[src/rtl/cordic_vectoring_rolled.sv]
`default_nettype none
// ============================================================================
// cordic_vectoring_rolled
//   Iterative vectoring CORDIC, STEPS micro-rotations per clock:
//   (x, y) -> atan2(y, x) and gain-compensated magnitude, Q1.20 / Q2.20.
//   Rev 1.0
// ============================================================================
module cordic_vectoring_rolled #(
    parameter int ITERS = 16,
    parameter int STEPS = 4
) (
    input  logic               clk,
    input  logic               reset,
    input  logic               clk_en,
    input  logic signed [21:0] x_in,
    input  logic signed [21:0] y_in,
    output logic signed [22:0] angle_out,
    output logic        [21:0] mag_out,
    output logic               busy,
    output logic               done
);

    typedef enum logic [1:0] {
        IDLE   = 2'd0,
        PREROT = 2'd1,
        ITER   = 2'd2,
        SCALE  = 2'd3
    } state_t;

    localparam logic signed [22:0] HALF_PI = 23'sh1921FB;
    localparam logic signed [22:0] PI      = 23'sh3243F6;
    localparam logic signed [22:0] NEG_PI  = -23'sh3243F6;
    localparam logic signed [47:0] K_GAIN  = 48'sh09B74E;
    localparam logic signed [47:0] MAG_MAX = 48'sh1FFFFF;
    localparam logic [4:0]         ITERS_W = 5'(ITERS);
    localparam logic [4:0]         STEPS_W = 5'(STEPS);

    state_t             state;
    logic signed [23:0] x;
    logic signed [23:0] y;
    logic signed [22:0] z;
    logic [4:0]         i;
    logic               zero_f;

    function automatic logic signed [22:0] atan_lut(input logic [4:0] k);
        case (k)
            5'd0:    atan_lut = 23'sh0C90FD;
            5'd1:    atan_lut = 23'sh076B19;
            5'd2:    atan_lut = 23'sh03EB6E;
            5'd3:    atan_lut = 23'sh01FD5B;
            5'd4:    atan_lut = 23'sh00FFAA;
            5'd5:    atan_lut = 23'sh007FF5;
            5'd6:    atan_lut = 23'sh003FFE;
            5'd7:    atan_lut = 23'sh001FFF;
            5'd8:    atan_lut = 23'sh000FFF;
            5'd9:    atan_lut = 23'sh0007FF;
            5'd10:   atan_lut = 23'sh0003FF;
            5'd11:   atan_lut = 23'sh0001FF;
            5'd12:   atan_lut = 23'sh0000FF;
            5'd13:   atan_lut = 23'sh00007F;
            5'd14:   atan_lut = 23'sh00003F;
            5'd15:   atan_lut = 23'sh00001F;
            default: atan_lut = 23'sh000000;
        endcase
    endfunction

    // Chained micro-rotations; each step shifts the values left by the previous one.
    logic signed [23:0] x_rot, y_rot, x_t, y_t;
    logic signed [22:0] z_rot;
    logic [4:0]         k;

    always_comb begin
        x_rot = x;
        y_rot = y;
        z_rot = z;
        x_t   = '0;
        y_t   = '0;
        k     = '0;
        for (int s = 0; s < STEPS; s++) begin
            k   = i + 5'(s);
            x_t = x_rot;
            y_t = y_rot;
            if (y_t[23]) begin
                x_rot = x_t - (y_t >>> k);
                y_rot = y_t + (x_t >>> k);
                z_rot = z_rot - atan_lut(k);
            end else begin
                x_rot = x_t + (y_t >>> k);
                y_rot = y_t - (x_t >>> k);
                z_rot = z_rot + atan_lut(k);
            end
        end
    end

    logic signed [47:0] prod;
    logic signed [47:0] mag_full;
    logic [21:0]        mag_sat;
    logic signed [22:0] angle_fix;

    always_comb begin
        prod     = $signed({{24{x[23]}}, x}) * K_GAIN;
        mag_full = prod >>> 20;
        if (mag_full > MAG_MAX) begin
            mag_sat = 22'h1FFFFF;
        end else if (mag_full < 48'sd0) begin
            mag_sat = '0;
        end else begin
            mag_sat = mag_full[21:0];
        end
        // The negative real axis can land on -pi; report it as +pi instead.
        angle_fix = (z <= NEG_PI) ? PI : z;
    end

    always_ff @(posedge clk or negedge reset) begin
        if (!reset) begin
            state     <= IDLE;
            x         <= '0;
            y         <= '0;
            z         <= '0;
            i         <= '0;
            zero_f    <= 1'b0;
            angle_out <= '0;
            mag_out   <= '0;
            busy      <= 1'b0;
            done      <= 1'b0;
        end else begin
            done <= 1'b0;
            case (state)
                IDLE: begin
                    if (clk_en) begin
                        x      <= {{2{x_in[21]}}, x_in};
                        y      <= {{2{y_in[21]}}, y_in};
                        zero_f <= (x_in == '0) && (y_in == '0);
                        busy   <= 1'b1;
                        state  <= PREROT;
                    end
                end
                PREROT: begin
                    if (!x[23]) begin
                        z <= '0;
                    end else if (!y[23]) begin
                        x <= y;
                        y <= -x;
                        z <= HALF_PI;
                    end else begin
                        x <= -y;
                        y <= x;
                        z <= -HALF_PI;
                    end
                    i     <= '0;
                    state <= ITER;
                end
                ITER: begin
                    x <= x_rot;
                    y <= y_rot;
                    z <= z_rot;
                    i <= i + STEPS_W;
                    if ((i + STEPS_W) == ITERS_W) begin
                        state <= SCALE;
                    end
                end
                SCALE: begin
                    angle_out <= zero_f ? '0 : angle_fix;
                    mag_out   <= zero_f ? '0 : mag_sat;
                    done      <= 1'b1;
                    busy      <= 1'b0;
                    state     <= IDLE;
                end
                default: state <= IDLE;
            endcase
        end
    end

endmodule
`default_nettype wire

[config.mk]
export PLATFORM = sky130hd
export DESIGN_NAME = cordic_vectoring_rolled
export DESIGN_NICKNAME = d
export VERILOG_FILES = /design/src/rtl/cordic_vectoring_rolled.sv
export SDC_FILE = /design/constraint.sdc
export NUM_CORES = 2
export LEC_CHECK = 0
export BUFFER_PORTS_ARGS = -buffer_cell sky130_fd_sc_hd__buf_2
export CAP_MARGIN = 20
export CORE_UTILIZATION = 33
export CTS_BUF_LIST = sky130_fd_sc_hd__clkbuf_8
export CTS_CLUSTER_SIZE = 28
export DETAILED_ROUTE_END_ITERATION = 10
export HOLD_SLACK_MARGIN = 0.1
export PLACE_DENSITY = 0.54
export SLEW_MARGIN = 20
export SYNTH_ARGS = -nofsm -noshare
export SYNTH_HDL_FRONTEND = slang
export SYNTH_SLANG_ARGS = --single-unit
[constraint.sdc]
create_clock -name clk -period 31.8 [get_ports clk]
set_input_delay 1.59 -clock clk [delete_from_list [all_inputs] [get_ports clk]]
set_output_delay 1.59 -clock clk [all_outputs]
set_load 0.01 [all_outputs]
==> flow_metrics.py <==
metrics = {
    "logic_synthesis": {
        "yosysWarnings": 0,
        "synth_area_um2": 41310,
        "synth_area_leader_cell": "ha_1",
        "synth_mux_area_share_pct": 3.737,
        "yosys.area.top_type_share_pct": 16.23,
        "synth_cell_type_count": 123,
        "synth_top_family_by_area": "adder cells",
        "synth_edf_count": 0,
        "synth_commonest_cells": "611 x inv_1, 536 x ha_1, 450 x nor2_1",
        "synthFlopType": "dfrtp_1",
        "synth-adder-area-share_pct": 28.59,
        "yosysMostFrequentCell": "inv_1",
        "synthCells": 5414,
        "yosysSeqAreaShare_pct": 7.511,
        "syn_avg_cell_area_um2": 7.631,
        "synth_nets": 6252,
        "synth_compound_area_share_pct": 25.65,
        "async_reset_ff_share_pct": 100.0,
        "ys_ff_latch": 124,
        "ys_top_cells_by_area": "ha_1 16%, fa_1 12%, dfrtp_1 7.5%, xnor2_1 6.2%, inv_1 5.6%",
        "synthSimpleGateAreaFrac_pct": 16.92,
        "synth_xor_area_share_pct": 9.404,
    },
    "outcome": {
        "violations": "design-rule violations",
        "outcome": "finished with violations",
    },
    "cells_and_area": {
        "syn_to_final_growth_pct": 6.745,
        "final_layout_size_suffix_gt1_share_pct": 7.691,
        "fill_cells": 13263,
        "layout.area.seq_um2": 3122,
        "multi_input_area_um2": 34950,
        "fin_nets": 6208,
    },
    "cts": {
        "postCtsSetupRepairBufs": 0,
        "htree_levels": 4,
        "cts.sinks": 124,
        "cts-resized-gates": 0,
        "cts_tree": "built",
        "cts-buffers-inserted": 17,
        "root_buffer": "clkbuf_8",
        "clk_latency_ns": 0.53,
        "clock_path_buffers": 2,
        "hold_buffers": 0,
        "cts.clk_slew.worst_paths_ns": 0.09,
    },
    "worst_hold_path": {
        "min_from": "angle_out[21]",
        "hold_class": "register to register",
    },
    "floorplanning": {
        "start_util_pct": 33.33,
        "die_width_um": 355.8,
        "die_h_um": 355.8,
        "coreArea_um2": 124000,
        "io_pins": 94,
        "die_area_um2": 126600,
        "rows": 129,
    },
    "routing": {
        "wl_mm": 173.7,
        "firstDrtPassIters": 11,
        "avgViaCountPerCell": 5.888,
        "wl_per_cell_um": 24.74,
        "drtIter0Drc": 4345,
        "ant_nets": 0,
        "vias": 41348,
        "route.detailed.drc": 10,
    },
    "worst_setup_path": {
        "crit_start": "i[2]",
        "critPathSlowestCell": "o41ai_1",
        "startpoint_type": "register",
        "max_stage_delay_ns": 0.91,
        "cp.arrival_ns": 25.74,
        "required_ns": 32.22,
        "end_kind": "register",
        "crit_fanout": 60,
        "r2r_start": "i[2]",
        "crit_type": "register to register",
    },
    "placed_design": {
        "port_buffers": 93,
        "gp_congestion": 1.005,
        "dp_hpwl_mm": 138.2,
    },
    "timing": {
        "max_freq_mhz": 39.50,
        "finalMaxSlewViolations": 0,
        "setup_viol": 0,
        "setup_tns_ns": 0,
        "period_minus_slack_ns": 25.32,
        "post-route-period-util_pct": 79.62,
        "fin_skew_ns": 0.02459,
        "slew_headroom_pct": 13.05,
        "finalHoldViolations": 0,
        "rsz0062_at_grt": "no",
        "max_slew.worst_pin.slew_ns": 1.295,
    },
    "grt": {
        "grt_pass1_vias": 38959,
        "grt_remaining_overflow": 0,
        "track_usage_pct": 26.84,
        "antenna_found_initial": 4,
        "grt_pass1_wl_mm": 257.1,
        "grt_max_degree": 92,
    },
    "flow_run": {
        "max-cap-violations": 0,
    },
}
## worst paths after layout
kind / cells after the start / endpoint / slack, ns
max in group asynchronous: 2 / y[23] / 29.30
setup / recovery: 102 / x[23] / 6.48
setup reg to reg: 102 / x[23] / 6.48
min in group asynchronous: 1 / angle_out[2] / 1.04
hold reg to reg: 1 / angle_out[21] / 0.51
hold / removal: 1 / angle_out[21] / 0.51
## final cells by class
| cell class | count | area share (%) |
|---|---|---|
| sequential | 124 | 7.079 |
| clock inverter | 13 | 0.2695 |
| antenna | 3 | 0.01702 |
| multi-input combinational | 4408 | 79.25 |
| timing repair buffer | 198 | 2.857 |
| clock buffer | 19 | 0.5930 |
| inverter | 621 | 5.294 |
| tap | 1637 | 4.645 |
## state kept, by name, summed over array words and instances (netlist names)
name,count
zero_f,1
z,23
busy,1
angle_out,23
y,24
x,24
state,2
done,1
i,3
mag_out,22
## through the flow
step	util, %	hold slack (ns)	setup WS [ns]	cells	instance area, um2
4_1_cts	35.57	0.5115	7.087	7020	44090
2_1_floorplan	-	0.4693	9.172	5414	41310
5_1_grt	35.57	0.5175	4.485	7021	44090
3_5_place_dp	35.26	0.4925	7.194	6988	43710
3_3_place_gp	35.26	0.4817	7.584	6988	43710
6_report	35.58	0.5060	6.482	7023	44100
## routing by layer
| layer | GRT usage [%] | vias to the layer above | wire [um] |
|---|---|---|---|
| met5 | 0 | - | 13 |
| met4 | 13.22 | 2 | 10240 |
| li1 | - | 19008 | - |
| met1 | 36.28 | 19804 | 73950 |
| met3 | 4.876 | 479 | 15290 |
| met2 | 40.88 | 2055 | 74230 |
## logic make-up after synthesis
group / after synthesis
AOI/OAI and AO/OA: 1586
xor gates and xnor gates: 436
adders and majority gates: 791
buffers and inverters: 882
DFF: 124
muxes: 125
and+or+nand+nor: 1470
## critical path: cells and delay by family, from the launching register on
| kind | cells | cell delay [ns] |
|---|---|---|
| xor+xnor | 4 | 0.60 |
| flops | 1 | 0.65 |
| fa+ha+maj | 5 | 1.43 |
| buf+inv | 6 | 2.07 |
| compound gates | 63 | 15.48 |
| simple gates | 21 | 4.08 |
| mux | 3 | 0.84 |
## cell usage in the layout, fill, tap and decap left out, drive strengths merged, types with 63 or more instances in the layout
cell type  count
a21o         125
a21oi        403
and2          63
buf          198
dfrtp        124
fa           255
ha           536
inv          622
mux2i         66
nand2        449
nand3         99
nor2         451
nor3          94
o21ai        332
o22ai         65
o31ai         78
xnor2        294
xor2         138
Power is left out: the tool's default activity adds up to more than one toggle a clock period on the data nets, which glitch-free logic cannot reach.
